--- config.mk ---
export PLATFORM = sky130hd
export DESIGN_NAME = dmem_arbiter_rv32i
export DESIGN_NICKNAME = d
export VERILOG_FILES = /design/src/rtl/dmem_arbiter_rv32i.sv
export SDC_FILE = /design/constraint.sdc
export NUM_CORES = 1
export LEC_CHECK = 0
export BUFFER_PORTS_ARGS = -buffer_cell sky130_fd_sc_hd__buf_2
export CAP_MARGIN = 30
export CORE_AREA = 2 2 119 121
export CTS_CLUSTER_SIZE = 16
export DETAILED_ROUTE_END_ITERATION = 10
export DIE_AREA = 0 0 121 123
export PLACE_DENSITY_LB_ADDON = 0.2
export SETUP_SLACK_MARGIN = 0.2
export SYNTH_ARGS = -nofsm -noshare
export SYNTH_HDL_FRONTEND = slang
export SYNTH_SLANG_ARGS = --single-unit
--- constraint.sdc ---
create_clock -name clk -period 2 [get_ports clk]
set_input_delay 0.4 -clock clk [delete_from_list [all_inputs] [get_ports clk]]
set_output_delay 0.4 -clock clk [all_outputs]
set_load 0.02 [all_outputs]
--- src/rtl/dmem_arbiter_rv32i.sv ---
// Two-port arbiter (core C, external X) in front of the single-port RV32I data memory.
// Build option DMEM_ARB_RR_EN: round-robin between C and X instead of core priority with a starvation guard.
module dmem_arbiter_rv32i #(
    parameter int unsigned ADDR_W   = 32,
    parameter int unsigned MAX_WAIT = 8
) (
    input  logic              clk,
    input  logic              rst,
    input  logic              c_req,
    input  logic              c_we,
    input  logic [1:0]        c_storetype,
    input  logic [ADDR_W-1:0] c_addr,
    input  logic [31:0]       c_wdata,
    output logic              c_gnt,
    output logic              c_rvalid,
    output logic [31:0]       c_rdata,
    output logic              core_stall,
    input  logic              x_req,
    input  logic              x_we,
    input  logic [1:0]        x_storetype,
    input  logic [ADDR_W-1:0] x_addr,
    input  logic [31:0]       x_wdata,
    input  logic              x_lock,
    output logic              x_gnt,
    output logic              x_rvalid,
    output logic [31:0]       x_rdata,
    output logic              mem_en,
    output logic              mem_we,
    output logic [1:0]        mem_storetype,
    output logic [ADDR_W-1:0] mem_addr,
    output logic [31:0]       mem_wdata,
    input  logic [31:0]       mem_rdata
);

    typedef enum logic [1:0] {IDLE, OWN_C, OWN_X, LOCK_X} state_t;

    state_t state_q, state_d;
    logic   rd_pend_q;
    logic   rd_owner_q;

`ifdef DMEM_ARB_RR_EN
    logic last_x_q;
`else
    localparam logic [7:0] WAIT_MAX = 8'(MAX_WAIT);
    logic [7:0] wait_cnt_q, wait_cnt_d;
`endif

    // Grants are forced low during reset so every output reads 0 while rst is high.
    always_comb begin
        c_gnt = 1'b0;
        x_gnt = 1'b0;
        if (!rst) begin
            if (state_q == LOCK_X) begin
                x_gnt = x_req;
`ifdef DMEM_ARB_RR_EN
            end else if (c_req && x_req) begin
                c_gnt = last_x_q;
                x_gnt = ~last_x_q;
            end else begin
                c_gnt = c_req;
                x_gnt = x_req;
            end
`else
            end else if (x_req && (wait_cnt_q == WAIT_MAX)) begin
                x_gnt = 1'b1;
            end else if (c_req) begin
                c_gnt = 1'b1;
            end else begin
                x_gnt = x_req;
            end
`endif
        end
    end

    always_comb begin
        if (c_gnt) begin
            state_d = OWN_C;
        end else if (x_gnt) begin
            state_d = x_lock ? LOCK_X : OWN_X;
        end else if (state_q == LOCK_X && x_lock) begin
            state_d = LOCK_X;
        end else begin
            state_d = IDLE;
        end
    end

`ifndef DMEM_ARB_RR_EN
    always_comb begin
        wait_cnt_d = wait_cnt_q;
        if (x_gnt) begin
            wait_cnt_d = '0;
        end else if (x_req && (wait_cnt_q != WAIT_MAX)) begin
            wait_cnt_d = wait_cnt_q + 8'd1;
        end
    end
`endif

    always_ff @(posedge clk) begin
        if (rst) begin
            state_q    <= IDLE;
            rd_pend_q  <= 1'b0;
            rd_owner_q <= 1'b0;
`ifdef DMEM_ARB_RR_EN
            last_x_q   <= 1'b1;
`else
            wait_cnt_q <= '0;
`endif
        end else begin
            state_q    <= state_d;
            rd_pend_q  <= (c_gnt & ~c_we) | (x_gnt & ~x_we);
            rd_owner_q <= x_gnt;
`ifdef DMEM_ARB_RR_EN
            if (c_gnt || x_gnt) begin
                last_x_q <= x_gnt;
            end
`else
            wait_cnt_q <= wait_cnt_d;
`endif
        end
    end

    always_comb begin
        mem_we        = 1'b0;
        mem_storetype = '0;
        mem_addr      = '0;
        mem_wdata     = '0;
        if (c_gnt) begin
            mem_we        = c_we;
            mem_storetype = c_storetype;
            mem_addr      = c_addr;
            mem_wdata     = c_wdata;
        end else if (x_gnt) begin
            mem_we        = x_we;
            mem_storetype = x_storetype;
            mem_addr      = x_addr;
            mem_wdata     = x_wdata;
        end
    end

    assign mem_en     = c_gnt | x_gnt;
    assign core_stall = ~rst & c_req & ~c_gnt;
    assign c_rvalid   = ~rst & rd_pend_q & ~rd_owner_q;
    assign x_rvalid   = ~rst & rd_pend_q & rd_owner_q;
    assign c_rdata    = c_rvalid ? mem_rdata : '0;
    assign x_rdata    = x_rvalid ? mem_rdata : '0;

endmodule

# [After elaboration in Yosys (flattened, before gate mapping)]
# Index checks and enable logic that the tools add are counted.
[classes] add_sub_neg=1 multipliers=0 div=0 magnitude_cmp=0 n_eq_ne=3 n_shift=0 mux=22 bitwise_logic=14 reduce_logical=5
[op_table] cell="32-bit 2-to-1 mux" count=6
[op_table] cell="1-bit 2-to-1 mux" count=12
[op_table] cell="8-bit by 1-bit adder with 8-bit output, second input constant" count=1
[op_table] cell="8-bit by 4-bit == test with 1-bit output, second input constant" count=1
[op_table] cell="2-bit 2-to-1 mux" count=4
[op_table] cell="8-bit by 4-bit != test with 1-bit output, second input constant" count=1
[op_table] cell="1-bit AND" count=7
[op_table] cell="1-bit inverter" count=5
[op_table] cell="2-bit OR reduction" count=2
[op_table] cell="1-bit logical AND" count=3
[op_table] cell="2-bit == test, second input constant" count=1
[op_table] cell="1-bit OR" count=2
[totals] ff_bits=12 latchBits=0 ramBits=0 romBits=0 inputBits=171 output_inout_bits=137 elab_cells=50 memories=0

# [Logic depth before layout (Yosys ltp)]
# Gate-level depths: netlist of the first run.
[logic_depth] word_depth=7 mapped_depth=7 ltp_nobuf=5

# [Worst setup path before layout of the first run]
# Ideal clock, no wire load.
[synth_timing] kind="reg-to-output" start="reg wait_cnt_q[0]" end="out mem_addr[0]" arrival_time_ns=1.813 required_time_ns=1.600 setup_slack_ns=-0.213 path_stages_with_launch=8 n_path_buf=2 path_cell_list="dfxtp_1 > inv_1 > ha_1 > or4b_4 > o22ai_1 > buf_4 > buf_6 > a32o_1"
[synth_between] elab_chain_len=7 elab_cells_between_ends=10
[synth_rtl] item="from (decl)" line_no="45" text="logic [7:0] wait_cnt_q, wait_cnt_d;"
[synth_rtl] item="from (signal assigned)" line_no="117" text="wait_cnt_q <= wait_cnt_d;"
[synth_rtl] item="8-bit by 4-bit == test with 1-bit output *" line_no="64" text="end else if (x_req && (wait_cnt_q == WAIT_MAX)) begin"
[synth_rtl] item="1-bit logical AND *" line_no="64"
[synth_rtl] item="1-bit 2-to-1 mux" line_no="64"
[synth_rtl] item="1-bit 2-to-1 mux" line_no="53" text="if (state_q == LOCK_X) begin"
[synth_rtl] item="1-bit 2-to-1 mux" line_no="52" text="if (!rst) begin"
[synth_rtl] item="32-bit 2-to-1 mux" line_no="132" text="end else if (x_gnt) begin"
[synth_rtl] item="32-bit 2-to-1 mux *" line_no="127" text="if (c_gnt) begin"
[synth_rtl] item="to (decl)" line_no="30" text="output logic [ADDR_W-1:0] mem_addr,"
# Every way passes the cells marked *; elsewhere a longest branch is shown, timed or not.

# [Final worst setup path of the first run]
[layout_timing] start="reg wait_cnt_q[0]" end="out mem_addr[19]"
# Same word-level chain as after synthesis.

==> metrics.log, run 1 <==
INFO  metric outcome = complete, but fails checks
INFO  metric failing_checks = negative setup slack
INFO  metric timing.critical_path.fanout_max = 66
INFO  metric grt_setup_unrepaired = true
INFO  metric antenna_violating_nets_post_route = 0
INFO  metric clock_tree_from_tritoncts = built
INFO  metric crit_path_start_kind = flop
INFO  metric synth.top_cells.by_area = sky130_fd_sc_hd__a32o_1, sky130_fd_sc_hd__and2_1, sky130_fd_sc_hd__dfxtp_1, sky130_fd_sc_hd__buf_6, sky130_fd_sc_hd__clkbuf_1
INFO  metric track_usage = 13.03%
INFO  metric routed_via_density = 4.526
INFO  metric clkSlewWorstSetupHoldPaths = 0.04 ns
INFO  metric reg2regPathDepth = 8
INFO  metric report.final.slew_viol_count = 0
INFO  metric yosys.cell_types.count = 35
INFO  metric routed_wl = 12.58 mm
INFO  metric worstHoldEndpoint = state_q[0]$_SDFF_PP0_
INFO  metric kind_of_end_point_of_the_critical_path = primary output
INFO  metric p_int = 1.026 mW
INFO  metric p_per_area = 329.2 mW/mm^2
INFO  metric synth_xor_xnor_area_share = 0.9150%
INFO  metric slew_headroom = 78.86%
INFO  metric syn-cell-area = 0.001914 sq mm
INFO  metric number_of_synthesized_flops_with_an_enable_pin = 0
INFO  metric final_cell_area = 0.004742 sq mm
INFO  metric grt_first_pass_wirelength = 15.38 mm
INFO  metric drv.max_cap_violation_count = 0
INFO  metric final_layout_size_suffix_gt1_share = 80.22%
INFO  metric syn_nets = 405
INFO  metric synth.top_cell.area_share = 35.03%
INFO  metric place_area = 0.003827 sq mm
INFO  metric power.ir.vdd_worst = 0.1611 mV
INFO  metric buffer_ports.inserted = 307
INFO  metric clock_latency = 0.24 ns
INFO  metric hold_viol_final = 0
INFO  metric asyncSetResetFlopFracSynth = 0%
INFO  metric hpwl = 9.043 mm
INFO  metric detail_route.drc_violations = 0
INFO  metric synth_compound_gate_area_share = 42.35%
INFO  metric area.growth.synth_to_final = 147.7%
INFO  metric fillCellCount = 1,419
INFO  metric p_leak = 2.742 nW
INFO  metric clock_tree.htree_level_count = 1
INFO  metric synth_top_family_by_area = compound AO/OA/AOI/OAI gates
INFO  metric final_core_utilization = 34.84%
INFO  metric die-area = 0.01488 sq mm
INFO  metric timing.hold.worst_path_depth = 2
INFO  metric power_switching_share = 34.26%
INFO  metric fin_ws = -0.6208 ns
INFO  metric yosysSeqAreaShare = 12.55%
INFO  metric critical_path_arrival = 2.22 ns
INFO  metric clk_root_buffer_cell = sky130_fd_sc_hd__clkbuf_16
INFO  metric period_minus_slack = 2.621 ns
INFO  metric fin_nets = 730
INFO  metric r2r_start = wait_cnt_q[0]$_SDFFE_PP0P_
INFO  metric gr-total-overflow = 0
INFO  metric fin_worst_skew = 0.0009490 ns
INFO  metric synth_cells = 232
INFO  metric cp_cell_sequence = inv_2, ha_4, or4b_4, o211a_2, buf_12, a32o_2, buf_4
INFO  metric core_box_area = 0.01361 sq mm
INFO  metric place.gp.congestion = 0.8353
INFO  metric synthAdderAreaFrac = 1.307%
INFO  metric first_global_vias = 3,000
INFO  metric min-delay-path-class = in2reg
INFO  metric total_power = 1.561 mW
INFO  metric core.rowCount = 43
INFO  metric initial_core_util = 14.06%
INFO  metric postSynth.topFlopCell = sky130_fd_sc_hd__dfxtp_1
INFO  metric first_iter_violations = 74
INFO  metric grt_max_degree = 67
INFO  metric synth_seq_cells = 12
INFO  metric synth.mux.area_fraction = 0%
INFO  metric power.switching = 0.5349 mW
INFO  metric cts_buffers = 3
INFO  metric regToRegSetupSlack = -0.06 ns
INFO  metric finalHoldWorstSlack = 0.4335 ns
INFO  metric io-pin-count = 308
INFO  metric fmax = 381.6 MHz
INFO  metric timing.setup.critical_path_class = reg2out
INFO  metric source_of_the_worst_hold_timing_path = x_lock
INFO  metric cts_hold_repair.buffers = 0
INFO  metric critPathSlowestCell = sky130_fd_sc_hd__or4b_4
INFO  metric synth_simple_gate_area_share = 29.87%
INFO  metric min_period_over_period = 131.0%
INFO  metric synth_top_cells_by_count = sky130_fd_sc_hd__a32o_1, sky130_fd_sc_hd__and2_1, sky130_fd_sc_hd__clkbuf_1
INFO  metric cts-root-to-sink-buffers = 2
INFO  metric die_w = 121 um
INFO  metric timing.critical_path.slowest_cell_delay = 0.49 ns
INFO  metric required = 1.60 ns
INFO  metric die_height = 123 um
INFO  metric yosysWarnings = 0
INFO  metric worstReg2RegEnd = wait_cnt_q[1]$_SDFFE_PP0P_
INFO  metric detail_route.wl_per_cell = 17.05 um
INFO  metric tritoncts_num_sinks = 12
INFO  metric seq_power_share = 16.1%
INFO  metric vias = 3,340
INFO  metric drt_pass1_iterations = 4
INFO  metric pwr-share-comb = 57.9%
INFO  metric yosys.cell_count.top_type = sky130_fd_sc_hd__a32o_1
INFO  metric synth_top_cell_by_area = sky130_fd_sc_hd__a32o_1
INFO  metric antenna_found_initial = 5
INFO  metric power.clock.fraction = 26.0%
INFO  metric average_size_of_a_mapped_cell = 8.251 sq um
INFO  metric tightestPinTransition = 0.3153 ns
INFO  metric setup_viol_count_final = 72
critical path, delay by kind of cell (launching register included):
family	cells	cell delay (ns)
DFF	1	0.31
adders and majority gates	1	0.13
and+or+nand+nor	1	0.49
AOI/OAI and AO/OA	2	0.57
buffers and inverters	3	0.42
power by group through the flow:
stage	combinational (mW)	clock (mW)	sequential, mW
6_report	0.903	0.407	0.251
5_1_grt	0.960	0.429	0.251
4_1_cts	0.796	0.412	0.251
3_5_place_dp	0.716	0	0.255
3_3_place_gp	0.712	0	0.255
2_1_floorplan	0.393	0	0.256
placed cells by master, fill, tap and decap left out, types with 6 or more instances in the layout:
master and instances:
sky130_fd_sc_hd__buf_4 65, sky130_fd_sc_hd__buf_6 63, sky130_fd_sc_hd__and2_1 58, sky130_fd_sc_hd__buf_12 8, sky130_fd_sc_hd__dfxtp_1 10, sky130_fd_sc_hd__buf_2 209
sky130_fd_sc_hd__and2_4 6, sky130_fd_sc_hd__clkbuf_16 7, sky130_fd_sc_hd__a32o_2 67
cells by family after synthesis:
group / count (synthesis)
adder cells (fa/ha/maj): 2
AO/OA/AOI/OAI: 86
AND/OR/NAND/NOR: 93
buffers and inverters: 37
XOR/XNOR: 2
flip-flops: 12
per-layer routing:
layer | GRT usage [%] | share of wire, % | up-vias
met3 | 2.491 | 9.0 | 16
met5 | 0 | 0.10 | -
li1 | - | - | 1590
met2 | 24.61 | 53 | 205
met1 | 15.04 | 36 | 1527
met4 | 3.125 | 1.7 | 2
per-stage QoR:
stage | TNS [ns] | worst slack (ns) | cells
5_1_grt | -43.78 | -0.6660 | 738
3_5_place_dp | -18.64 | -0.2981 | 714
6_report | -39.88 | -0.6208 | 738
4_1_cts | -37.99 | -0.5685 | 725
2_1_floorplan | -8.819 | -0.1417 | 232
3_3_place_gp | -17.21 | -0.2791 | 714
state kept, by name, indices dropped and copies added (netlist names):
signal,flops
wait_cnt_q,8
rd_pend_q,1
state_q,2
rd_owner_q,1
how the worst max path moves through the flow:
stage / cells after the start / slack (ns) / from / to
global route: 8 / -0.67 / wait_cnt_q[0]$_SDFFE_PP0P_ / mem_addr[19]
floorplan: 7 / -0.14 / wait_cnt_q[0]$_SDFFE_PP0P_ / mem_addr[18]
CTS: 7 / -0.57 / wait_cnt_q[0]$_SDFFE_PP0P_ / mem_addr[21]
finish: 7 / -0.62 / wait_cnt_q[0]$_SDFFE_PP0P_ / mem_addr[19]
detailed placement: 7 / -0.30 / wait_cnt_q[0]$_SDFFE_PP0P_ / mem_addr[21]
global placement: 7 / -0.28 / wait_cnt_q[0]$_SDFFE_PP0P_ / mem_addr[21]
repair_timing:
item | CTS | global route
setup buffers | 5 | 5
setup endpoints to repair | 111 | 111
resized for setup | 53 | 127
cloned | 2 | 6
pin swaps | 3 | 9
area by class of cell:
cell class	instances	area, sq um	area share [%]
repair buffers	352	2574	54.27
multi-input cells	183	1585	33.43
flip-flops and latches	12	242.7	5.119
well taps	180	225.2	4.749
clock buffers	4	88.84	1.873
inverters	5	21.27	0.4485
diodes	2	5.005	0.1055
No activity file was read; power rests on OpenSTA's default activity.
==> run 2: changes to the inputs <==
--- a/config.mk
+++ b/config.mk
@@ -11,6 +11,7 @@
 export CTS_CLUSTER_SIZE = 16
 export DETAILED_ROUTE_END_ITERATION = 10
 export DIE_AREA = 0 0 121 123
+export GPL_TIMING_DRIVEN = 0
 export PLACE_DENSITY_LB_ADDON = 0.2
 export SETUP_SLACK_MARGIN = 0.2
 export SYNTH_ARGS = -nofsm -noshare
==> run 2 against run 1 <==
- the flow still finishes with violations (negative setup slack)
- first-iteration DRC count rose by 41%
- maximum frequency rose by 1.6%
- critical path depth rose by 1
- routed wire length fell by 2.2%
- critical path type unchanged
- critical endpoint is now mem_addr[16]
- highest routed layer unchanged
==> metrics.log, run 2 (same netlist as run 1, synthesis figures left out) <==
INFO  metric core.rowCount = 43 (unchanged)
INFO  metric drv.max_cap_violation_count = 0 (unchanged)
INFO  metric layout.area.seq = 250.2 sq um (was 242.7 sq um)
INFO  metric slew_headroom = 55.88% (was 78.86%)
INFO  metric die_w = 121 um (unchanged)
INFO  metric setup_viol_count_final = 73 (was 72)
INFO  metric p_leak = 2.727 nW (was 2.742 nW)
INFO  metric post_layout_nonfiller_instances = 742 (was 738)
INFO  metric clock_latency = 0.24 ns (about the same)
INFO  metric power_switching_share = 34.76% (was 34.26%)
INFO  metric first_iter_violations = 104 (was 74)
INFO  metric core_box_area = 0.01361 sq mm (unchanged)
INFO  metric grt_first_pass_wirelength = 16.93 mm (was 15.38 mm)
INFO  metric p_per_area = 333.2 mW/mm^2 (was 329.2 mW/mm^2)
INFO  metric largest-register = wait_cnt_q (unchanged)
INFO  metric crit_path_start_kind = flop (unchanged)
INFO  metric tritoncts_num_sinks = 12 (unchanged)
INFO  metric detail_route.drc_violations = 0 (unchanged)
INFO  metric cts_buffers = 3 (unchanged)
INFO  metric cp.buffers_inverters = 4 (was 3)
INFO  metric grt_setup_unrepaired = true (unchanged)
INFO  metric cts-root-to-sink-buffers = 2 (unchanged)
INFO  metric critical_path_arrival = 2.18 ns (was 2.22 ns)
INFO  metric total_power = 1.548 mW (was 1.561 mW)
INFO  metric power.clock.fraction = 26.8% (was 26.0%)
INFO  metric p_int = 1.010 mW (was 1.026 mW)
INFO  metric report.final.slew_viol_count = 0 (unchanged)
INFO  metric vias = 3,323 (was 3,340)
INFO  metric fin_nets = 733 (was 730)
INFO  metric kind_of_end_point_of_the_critical_path = primary output (unchanged)
INFO  metric track_usage = 14.35% (was 13.03%)
INFO  metric clock_tree.htree_level_count = 1 (unchanged)
INFO  metric cp_cell_sequence = inv_2, ha_1, or4b_4, o211a_1, buf_12, buf_6, a32o_2, buf_4 (was inv_2, ha_4, or4b_4, o211a_2, buf_12, a32o_2, buf_4)
INFO  metric cp_top_family = buffers and inverters (was compound AO/OA/AOI/OAI gates)
INFO  metric critPathSlowestCell = sky130_fd_sc_hd__or4b_4 (unchanged)
INFO  metric fillCellCount = 1,446 (was 1,419)
INFO  metric dp.cells = 718 (was 714)
INFO  metric gr-total-overflow = 0 (unchanged)
INFO  metric layout_top_registers = wait_cnt_q x8, state_q x2 (unchanged)
INFO  metric routed_wl = 12.30 mm (was 12.58 mm)
INFO  metric clock_tree_from_tritoncts = built (unchanged)
INFO  metric timing.critical_path.fanout_max = 10 (was 66)
INFO  metric pwr-share-comb = 57.1% (was 57.9%)
INFO  metric final_common_cell = sky130_fd_sc_hd__buf_2 (unchanged)
INFO  metric fin_worst_skew = 0.001603 ns (was 0.0009490 ns)
INFO  metric fin_ws = -0.5783 ns (was -0.6208 ns)
INFO  metric antenna_violating_nets_post_route = 0 (unchanged)
INFO  metric antenna_found_initial = 4 (was 5)
INFO  metric seq_power_share = 16.2% (was 16.1%)
INFO  metric clkSlewWorstSetupHoldPaths = 0.04 ns (about the same)
INFO  metric largest_reg_flops = 8 (unchanged)
INFO  metric die_height = 123 um (unchanged)
INFO  metric hold_viol_final = 0 (unchanged)
INFO  metric required = 1.60 ns (about the same)
INFO  metric final_layout_size_suffix_gt1_share = 81.04% (was 80.22%)
INFO  metric power.ir.vdd_worst = 0.2221 mV (was 0.1611 mV)
INFO  metric timing.critical_path.slowest_cell_delay = 0.48 ns (was 0.49 ns)
INFO  metric min_period_over_period = 128.9% (was 131.0%)
INFO  metric grt_max_degree = 11 (was 67)
INFO  metric buffer_ports.inserted = 306 (was 307)
INFO  metric drt_pass1_iterations = 4 (unchanged)
INFO  metric timing.setup.critical_path_class = reg2out (unchanged)
INFO  metric area.growth.synth_to_final = 142.6% (was 147.7%)
INFO  metric detail_route.wl_per_cell = 16.58 um (was 17.05 um)
INFO  metric multi_input_comb_area = 0.001607 sq mm (was 0.001585 sq mm)
INFO  metric clk_root_buffer_cell = sky130_fd_sc_hd__clkbuf_16 (unchanged)
INFO  metric min-delay-path-class = in2reg (unchanged)
INFO  metric routed_via_density = 4.478 (was 4.526)
INFO  metric io-pin-count = 308 (unchanged)
INFO  metric final_cell_mix = sky130_fd_sc_hd__buf_2, sky130_fd_sc_hd__buf_6, sky130_fd_sc_hd__a32o_2 (was sky130_fd_sc_hd__buf_2, sky130_fd_sc_hd__a32o_2, sky130_fd_sc_hd__buf_4)
INFO  metric outcome = complete, but fails checks (unchanged)
INFO  metric tightestPinTransition = 0.6618 ns (was 0.3153 ns)
INFO  metric place.gp.congestion = 0.8593 (was 0.8353)
INFO  metric power.switching = 0.5380 mW (was 0.5349 mW)
INFO  metric first_global_vias = 3,284 (was 3,000)
INFO  metric die-area = 0.01488 sq mm (unchanged)
INFO  metric hpwl = 10.03 mm (was 9.043 mm)
INFO  metric cts_hold_repair.buffers = 0 (unchanged)
INFO  metric failing_checks = negative setup slack (unchanged)
INFO  metric initial_core_util = 14.06% (unchanged)
INFO  metric period_minus_slack = 2.578 ns (was 2.621 ns)
INFO  metric fmax = 387.8 MHz (was 381.6 MHz)
run 2: cell types whose count changed in the layout (fill, tap and decap cells not counted), moves of 3 or more:
cell,before,now
sky130_fd_sc_hd__buf_8,1,6
sky130_fd_sc_hd__clkbuf_8,1,5
sky130_fd_sc_hd__clkbuf_16,7,4
sky130_fd_sc_hd__and2_4,6,19
sky130_fd_sc_hd__and2_1,58,45
sky130_fd_sc_hd__buf_4,65,27
sky130_fd_sc_hd__buf_2,209,232
sky130_fd_sc_hd__buf_6,63,74
sky130_fd_sc_hd__clkbuf_1,0,8
sky130_fd_sc_hd__buf_12,8,2
run 2: what timing repair did:
| item | CTS | global route |
|---|---|---|
| cloned | 2 | 1 |
| setup endpoints to repair | 144 | 114 |
| endpoints found under the hold margin | 0 | 0 |
| pin swaps | 22 | 3 |
| resized for setup | 136 | 70 |
| setup buffers | 11 | 3 |
run 2: power by group through the flow:
stage,Clock (mW),Sequential (mW),Combinational (mW)
after floorplan,0,0.256,0.393
after global placement,0,0.257,0.722
after detailed placement,0,0.257,0.725
after CTS,0.418,0.250,0.827
after global routing,0.436,0.251,0.944
final,0.414,0.250,0.884
run 2: final timing paths:
| check | slack (ns) | from | end | cells after the start |
|---|---|---|---|---|
| worst max-delay path | -0.58 | wait_cnt_q[0]$_SDFFE_PP0P_ | mem_addr[16] | 8 |
| worst max register to register | -0.05 | wait_cnt_q[0]$_SDFFE_PP0P_ | wait_cnt_q[1]$_SDFFE_PP0P_ | 8 |
| worst min-delay path | 0.42 | x_lock | state_q[0]$_SDFF_PP0_ | 2 |
| worst min register to register | 0.50 | wait_cnt_q[7]$_SDFFE_PP0P_ | wait_cnt_q[7]$_SDFFE_PP0P_ | 2 |
run 2: layer usage:
metal,vias up,routed length (um),global-route usage [%]
met1,1510,4204,14.78
li1,1593,-,-
met3,18,1035,2.260
met5,-,13,0
met4,2,308,5.305
met2,200,6738,28.83
run 2: final cells by class:
cell class | instances | share of cell area (%)
antenna | 3 | 0.1616
tap | 180 | 4.849
buffer | 32 | 7.408
inverter | 5 | 0.5119
clock buffer | 4 | 1.913
multi-input combinational | 183 | 34.59
sequential | 12 | 5.388
timing repair buffer | 323 | 45.18
run 2: through the flow:
stage	instance area, sq um	utilization (%)	setup TNS [ns]	setup WS (ns)	hold WS, ns
2_1_floorplan	2023	-	-8.819	-0.1417	0.4679
3_3_place_gp	3780	27.77	-36.93	-0.4346	0.4906
3_5_place_dp	3780	27.77	-40.36	-0.4371	0.4880
4_1_cts	4393	32.27	-38.94	-0.5871	0.4191
5_1_grt	4644	34.12	-42.20	-0.6354	0.4182
6_report	4644	34.12	-38.32	-0.5783	0.4195
run 2: worst register-to-register path: cells and delay by family, from the launching register on:
family | cells | cell delay [ns]
simple gates | 1 | 0.48
fa+ha+maj | 1 | 0.14
buf+inv | 4 | 0.48
compound gates | 2 | 0.50
flops | 1 | 0.34
